`config.mk`:
```
export PLATFORM = sky130hd
export DESIGN_NAME = ap_ctrl_sequencer
export DESIGN_NICKNAME = d
export VERILOG_FILES = /design/src/rtl/ap_ctrl_sequencer.sv
export SDC_FILE = /design/constraint.sdc
export NUM_CORES = 1
export LEC_CHECK = 0
export ABC_AREA = 1
export ABC_CLOCK_PERIOD_IN_PS = 3200
export CORE_AREA = 2 2 127 129
export DETAILED_ROUTE_END_ITERATION = 6
export DIE_AREA = 0 0 129 131
export PLACE_DENSITY = 0.9
export SETUP_SLACK_MARGIN = 0.1
export SLEW_MARGIN = 5
export SYNTH_ARGS = -nofsm -noshare
export SYNTH_HDL_FRONTEND = slang
export SYNTH_SLANG_ARGS = --single-unit
```
`constraint.sdc`:
```
create_clock -name clock -period 3.2 [get_ports clock]
set_input_delay 0.96 -clock clock [delete_from_list [all_inputs] [get_ports clock]]
set_output_delay 0.96 -clock clock [all_outputs]
set_load 0.02 [all_outputs]
```
`src/rtl/ap_ctrl_sequencer.sv`:
```
// ap_ctrl_hs transaction sequencer: drives ap_start for a programmed number of
// transactions, checks the ready/done handshake, and records per-transaction latency.
module ap_ctrl_sequencer #(
  parameter int TXN_W       = 16,
  parameter int LAT_W       = 32,
  parameter int TIMEOUT_CYC = 100000
) (
  input  logic             clock,
  input  logic             reset,
  input  logic             go,
  input  logic [TXN_W-1:0] cfg_num_txn,
  output logic             ap_start,
  input  logic             ap_ready,
  input  logic             ap_done,
  output logic             busy,
  output logic             finish,
  output logic [TXN_W-1:0] txn_done,
  output logic [LAT_W-1:0] lat_last,
  output logic [LAT_W-1:0] lat_max,
  output logic             proto_err,
  output logic             timeout_err
);

  localparam int WD_W = (TIMEOUT_CYC > 1) ? $clog2(TIMEOUT_CYC + 1) : 1;
  localparam logic [WD_W-1:0]  WD_LIMIT = WD_W'(TIMEOUT_CYC);
  localparam logic [LAT_W-1:0] LAT_SAT  = '1;

  typedef enum logic [2:0] {
    IDLE,
    START,
    WAIT_DONE,
    FINISH,
    ERROR
  } StateT;

  StateT            state, stateNext;
  logic [TXN_W-1:0] numTxn, numTxnNext;
  logic [TXN_W-1:0] txnNext;
  logic [LAT_W-1:0] latCnt, latCntNext;
  logic [LAT_W-1:0] lastNext, maxNext;
  logic [WD_W-1:0]  wdCnt, wdCntNext;
  logic             protoNext, timeoutNext;
  logic             complete;
  logic             lastTxn;
  logic [LAT_W-1:0] latInc;
  logic [WD_W-1:0]  wdInc;
  logic             wdExpire;

  always_comb begin
    stateNext   = state;
    numTxnNext  = numTxn;
    txnNext     = txn_done;
    latCntNext  = latCnt;
    lastNext    = lat_last;
    maxNext     = lat_max;
    wdCntNext   = wdCnt;
    protoNext   = proto_err;
    timeoutNext = timeout_err;
    complete    = 1'b0;
    lastTxn     = ((txn_done + TXN_W'(1)) == numTxn);
    latInc      = (latCnt == LAT_SAT) ? latCnt : latCnt + LAT_W'(1);
    wdInc       = wdCnt + WD_W'(1);
    wdExpire    = (TIMEOUT_CYC != 0) && (wdInc == WD_LIMIT);

    case (state)
      IDLE, FINISH: begin
        if (go) begin
          protoNext   = 1'b0;
          timeoutNext = 1'b0;
          if (cfg_num_txn != '0) begin
            numTxnNext = cfg_num_txn;
            txnNext    = '0;
            lastNext   = '0;
            maxNext    = '0;
            wdCntNext  = '0;
            latCntNext = LAT_W'(1);
            stateNext  = START;
          end else begin
            stateNext = FINISH;
          end
        end
      end

      START: begin
        if (ap_done && !ap_ready) begin
          protoNext = 1'b1;
          stateNext = ERROR;
        end else if (ap_ready && ap_done) begin
          complete   = 1'b1;
          wdCntNext  = '0;
          latCntNext = LAT_W'(1);
          stateNext  = lastTxn ? FINISH : START;
        end else if (ap_ready) begin
          wdCntNext  = '0;
          latCntNext = latInc;
          stateNext  = WAIT_DONE;
        end else begin
          latCntNext = latInc;
          if (wdExpire) begin
            timeoutNext = 1'b1;
            stateNext   = ERROR;
          end else if (TIMEOUT_CYC != 0) begin
            wdCntNext = wdInc;
          end
        end
      end

      WAIT_DONE: begin
        // A second ready before done means the hart accepted an unissued start.
        if (ap_ready) begin
          protoNext = 1'b1;
          stateNext = ERROR;
        end else if (ap_done) begin
          complete   = 1'b1;
          wdCntNext  = '0;
          latCntNext = LAT_W'(1);
          stateNext  = lastTxn ? FINISH : START;
        end else begin
          latCntNext = latInc;
          if (wdExpire) begin
            timeoutNext = 1'b1;
            stateNext   = ERROR;
          end else if (TIMEOUT_CYC != 0) begin
            wdCntNext = wdInc;
          end
        end
      end

      ERROR: begin
        stateNext = ERROR;
      end

      default: begin
        stateNext = IDLE;
      end
    endcase

    if (complete) begin
      txnNext  = txn_done + TXN_W'(1);
      lastNext = latCnt;
      maxNext  = (latCnt > lat_max) ? latCnt : lat_max;
    end
  end

  // Handshake outputs are decoded from the next state so they stay registered.
  always_ff @(posedge clock) begin
    if (!reset) begin
      state       <= IDLE;
      numTxn      <= '0;
      latCnt      <= '0;
      wdCnt       <= '0;
      txn_done    <= '0;
      lat_last    <= '0;
      lat_max     <= '0;
      proto_err   <= 1'b0;
      timeout_err <= 1'b0;
      ap_start    <= 1'b0;
      busy        <= 1'b0;
      finish      <= 1'b0;
    end else begin
      state       <= stateNext;
      numTxn      <= numTxnNext;
      latCnt      <= latCntNext;
      wdCnt       <= wdCntNext;
      txn_done    <= txnNext;
      lat_last    <= lastNext;
      lat_max     <= maxNext;
      proto_err   <= protoNext;
      timeout_err <= timeoutNext;
      ap_start    <= (stateNext == START);
      busy        <= (stateNext == START) || (stateNext == WAIT_DONE);
      finish      <= (stateNext == FINISH) || (stateNext == ERROR);
    end
  end

endmodule

```
==> results.toml <==
[outcome]
outcome = "completed"

[timing]
fin_crit_sh_pct = 82.0
fin_setup_tns_ns = 0
finalCriticalPeriod_ns = 2.62
final_hold_viol_count = 0
worst_slack_ns = 0.577
max_freq_mhz = 381
worst_slew_pin_slew_ns = 0.686
rsz0062_at_grt = "no"
fin_worst_skew_ns = 0.00819
setup_viol = 0
slew_violations = 0
slew_headroom_pct = 53.8

[routing]
remaining_drc_errors = 0
routed_wl_um = 23300
drt-wirelength-per-cell_um = 14.8
ant_nets = 0
via_per_inst = 5.58
drtPass1Iterations = 6
dr_total_vias = 8781
drt_iter0_markers = 777

[hold_path]
min_from = "lat_last[10]"
min-delay-path-class = "reg2reg"
hold_path_end = "lat_last[10]"
holdPathStages = 2

[clocking]
cts_hold_buffers = 0
post_cts_buffers = 0
insertion_delay_ns = 0.44
clk_pin_slew_worst_paths_ns = 0.06
htreeDepth = 4
cts_root_buffer = "clkbuf_16"
clockBufferDepth = 2
numCtsBuffers = 17
cts_resized = 0
numClockSinks = 153
cts_tree = "built"

[critical_path]
crit_required_ns = 3.53
slowest_stage = "dfxtp_1"
worstPathArrival_ns = 2.95
path_class = "reg2reg"
reg2reg_slack_ns = 0.58
cp_cell_sequence = "ha_1, nand2_1, nor2_1, xnor2_1, inv_1, nand2_1, nand2_1, nor2_1, nand2_1, nor2_1, nand3_1, nand2_1, nand2_1, nand2_1, nand2_1, nand2_1, nor2_1"
cp-start-kind = "flip-flop"
critPathMaxFanout = 7
cpMostUsedCell = "nand2_1"
max_stage_delay_ns = 0.49
crit_path_end_kind = "flip-flop"
worstReg2RegEnd = "busy"
rr_worst_depth = 17
r2r-start = "txn_done[0]"

[grt]
grt_pass1_wl_um = 38400
grt.busiest_layer = "met2"
use_met2_pct = 47.7
grt-ovfl-total = 0
grt_use_met3_pct = 5.86
grt_max_degree = 98
grt_usage_pct = 28.2
grt_util_met1_pct = 35.4
antenna_found_initial = 0
grt_pass1_vias = 8238

[flow_run]
drv_cap = 0

[placed_design]
globalplace.congestion = 0.961
dp_worst_setup_slack_ns = 0.147
port_buffers = 105
dp_hpwl_um = 16400

[logic_synthesis]
synth_area_leaders = "dfxtp_1 36%, nand2_1 15%, a21oi_1 8.8%"
netlist_instances = 1245
synthAdderAreaFrac_pct = 5.19
synth_fp_nets = 1301
synth-xor-area-share_pct = 2.92
ys_seq_area_share_pct = 36.3
yosys.area.top_type = "dfxtp_1"
synth_top_family_by_area = "simple AND/OR/NAND/NOR gates"
synth-compound-area-share_pct = 14.4
synth_edf_count = 0
ys_seq_elements = 153
netlist_area_um2 = 8440
synth-main-ff-cell = "dfxtp_1"
yosysWarnings = 0
yosysTopAreaCellShare_pct = 36.3
synth.area.mux_share_pct = 0
ys_types = 51
synth.avg_cell_area_um2 = 6.78
async_reset_ff_share_pct = 0
synth_simple_gate_area_share_pct = 32.9

[power]
power_density_nw_per_um2 = 554
max-vdd-ir-drop_mv = 0.464
p_leak_uw = 0.00374

[cells_and_area]
fin_nets = 1402
ff_latch_area_um2 = 3060
multiInputGateArea_um2 = 4690
diodes = 0
n_fill_cell = 1299
drive_above_1_share_pct = 6.78
final_common_cell = "nand2_1"
final_cell_mix = "342 x nand2_1, 153 x dfxtp_1, 149 x a21oi_1"
syn2layout_area_growth_pct = 22.8

[floorplanning]
die-width_um = 129
rows = 46
io_pins = 106
die_h_um = 131
core_um2 = 15600
initial_core_util_pct = 54.1
dieArea_um2 = 16900
==> where the power goes <==
group / internal (uW) / total, uW / switching [uW]
combinational: 484 / 1550 / 1060
sequential: 2040 / 2150 / 115
clock: 1240 / 2040 / 797
==> metal layers <==
layer / routed length, um / part of all wire, %
met2: 11100 / 48
met1: 9840 / 42
met3: 1790 / 7.7
met4: 575 / 2.5
met5: 0 / 0
==> sequential cells by signal (all words and copies together), names as in the netlist <==
register and flops:
lat_max 32, numTxn 16, lat_last 32, timeout_err 1, busy 1, finish 1
proto_err 1, state 3, wdCnt 17, latCnt 32, txn_done 16, ap_start 1
==> synth_stat cells, types with 6 or more instances <==
cell and count:
nand2_1 342, dfxtp_1 153, a21oi_1 149, inv_1 123, nor2_1 105, nand3_1 93, o21ai_0 39, ha_1 35
nand4_1 33, clkbuf_1 30, nor3_1 18, xor2_1 15, buf_2 11, inv_2 9, o21ai_1 9, xnor2_1 8
nor2_2 6
==> per-stage QoR <==
stage | instances | cell area, um^2 | total power, uW | utilization (%) | hold slack, ns
after floorplan | 1245 | 8440 | 3220 | - | 0.431
after global placement | 1543 | 9770 | 3660 | 62.7 | 0.449
after detailed placement | 1543 | 9770 | 3690 | 62.7 | 0.452
after CTS | 1573 | 10400 | 5720 | 66.4 | 0.467
after global routing | 1573 | 10400 | 5990 | 66.4 | 0.483
final | 1573 | 10400 | 5740 | 66.4 | 0.460
==> final cells by class <==
class	count	area share, %
multi-input cells	914	45.3
clock buffers	24	4.84
inverters	135	4.91
clock inverters	6	0.857
repair buffers	125	12.0
well taps	216	2.61
flip-flops and latches	153	29.6
==> worst max-delay path by stage <==
stage	startpoint	to	slack, ns	cells after the start
after detailed placement	cfg_num_txn[14]	latCnt[4]	0.15	11
after global routing	cfg_num_txn[14]	latCnt[4]	0.38	11
final	txn_done[0]	busy	0.58	17
after CTS	cfg_num_txn[14]	latCnt[4]	0.58	11
after floorplan	ap_done	txn_done[12]	0.97	11
after global placement	cfg_num_txn[14]	latCnt[4]	0.21	11
==> worst max-delay path, delay by kind of cell, from the launching register on <==
kind          cells  cell delay, ns
flops             1            0.49
fa+ha+maj         1            0.25
buf+inv           1            0.10
xor+xnor          1            0.22
simple gates     14            1.46
==> kinds of logic after synthesis <==
| kind of cell | after synthesis |
|---|---|
| xor gates and xnor gates | 25 |
| AOI/OAI and AO/OA | 224 |
| DFF | 153 |
| and+or+nand+nor | 630 |
| adders and majority gates | 35 |
| buffers and inverters | 178 |
Note: power is estimated with default switching activity, not from simulation.
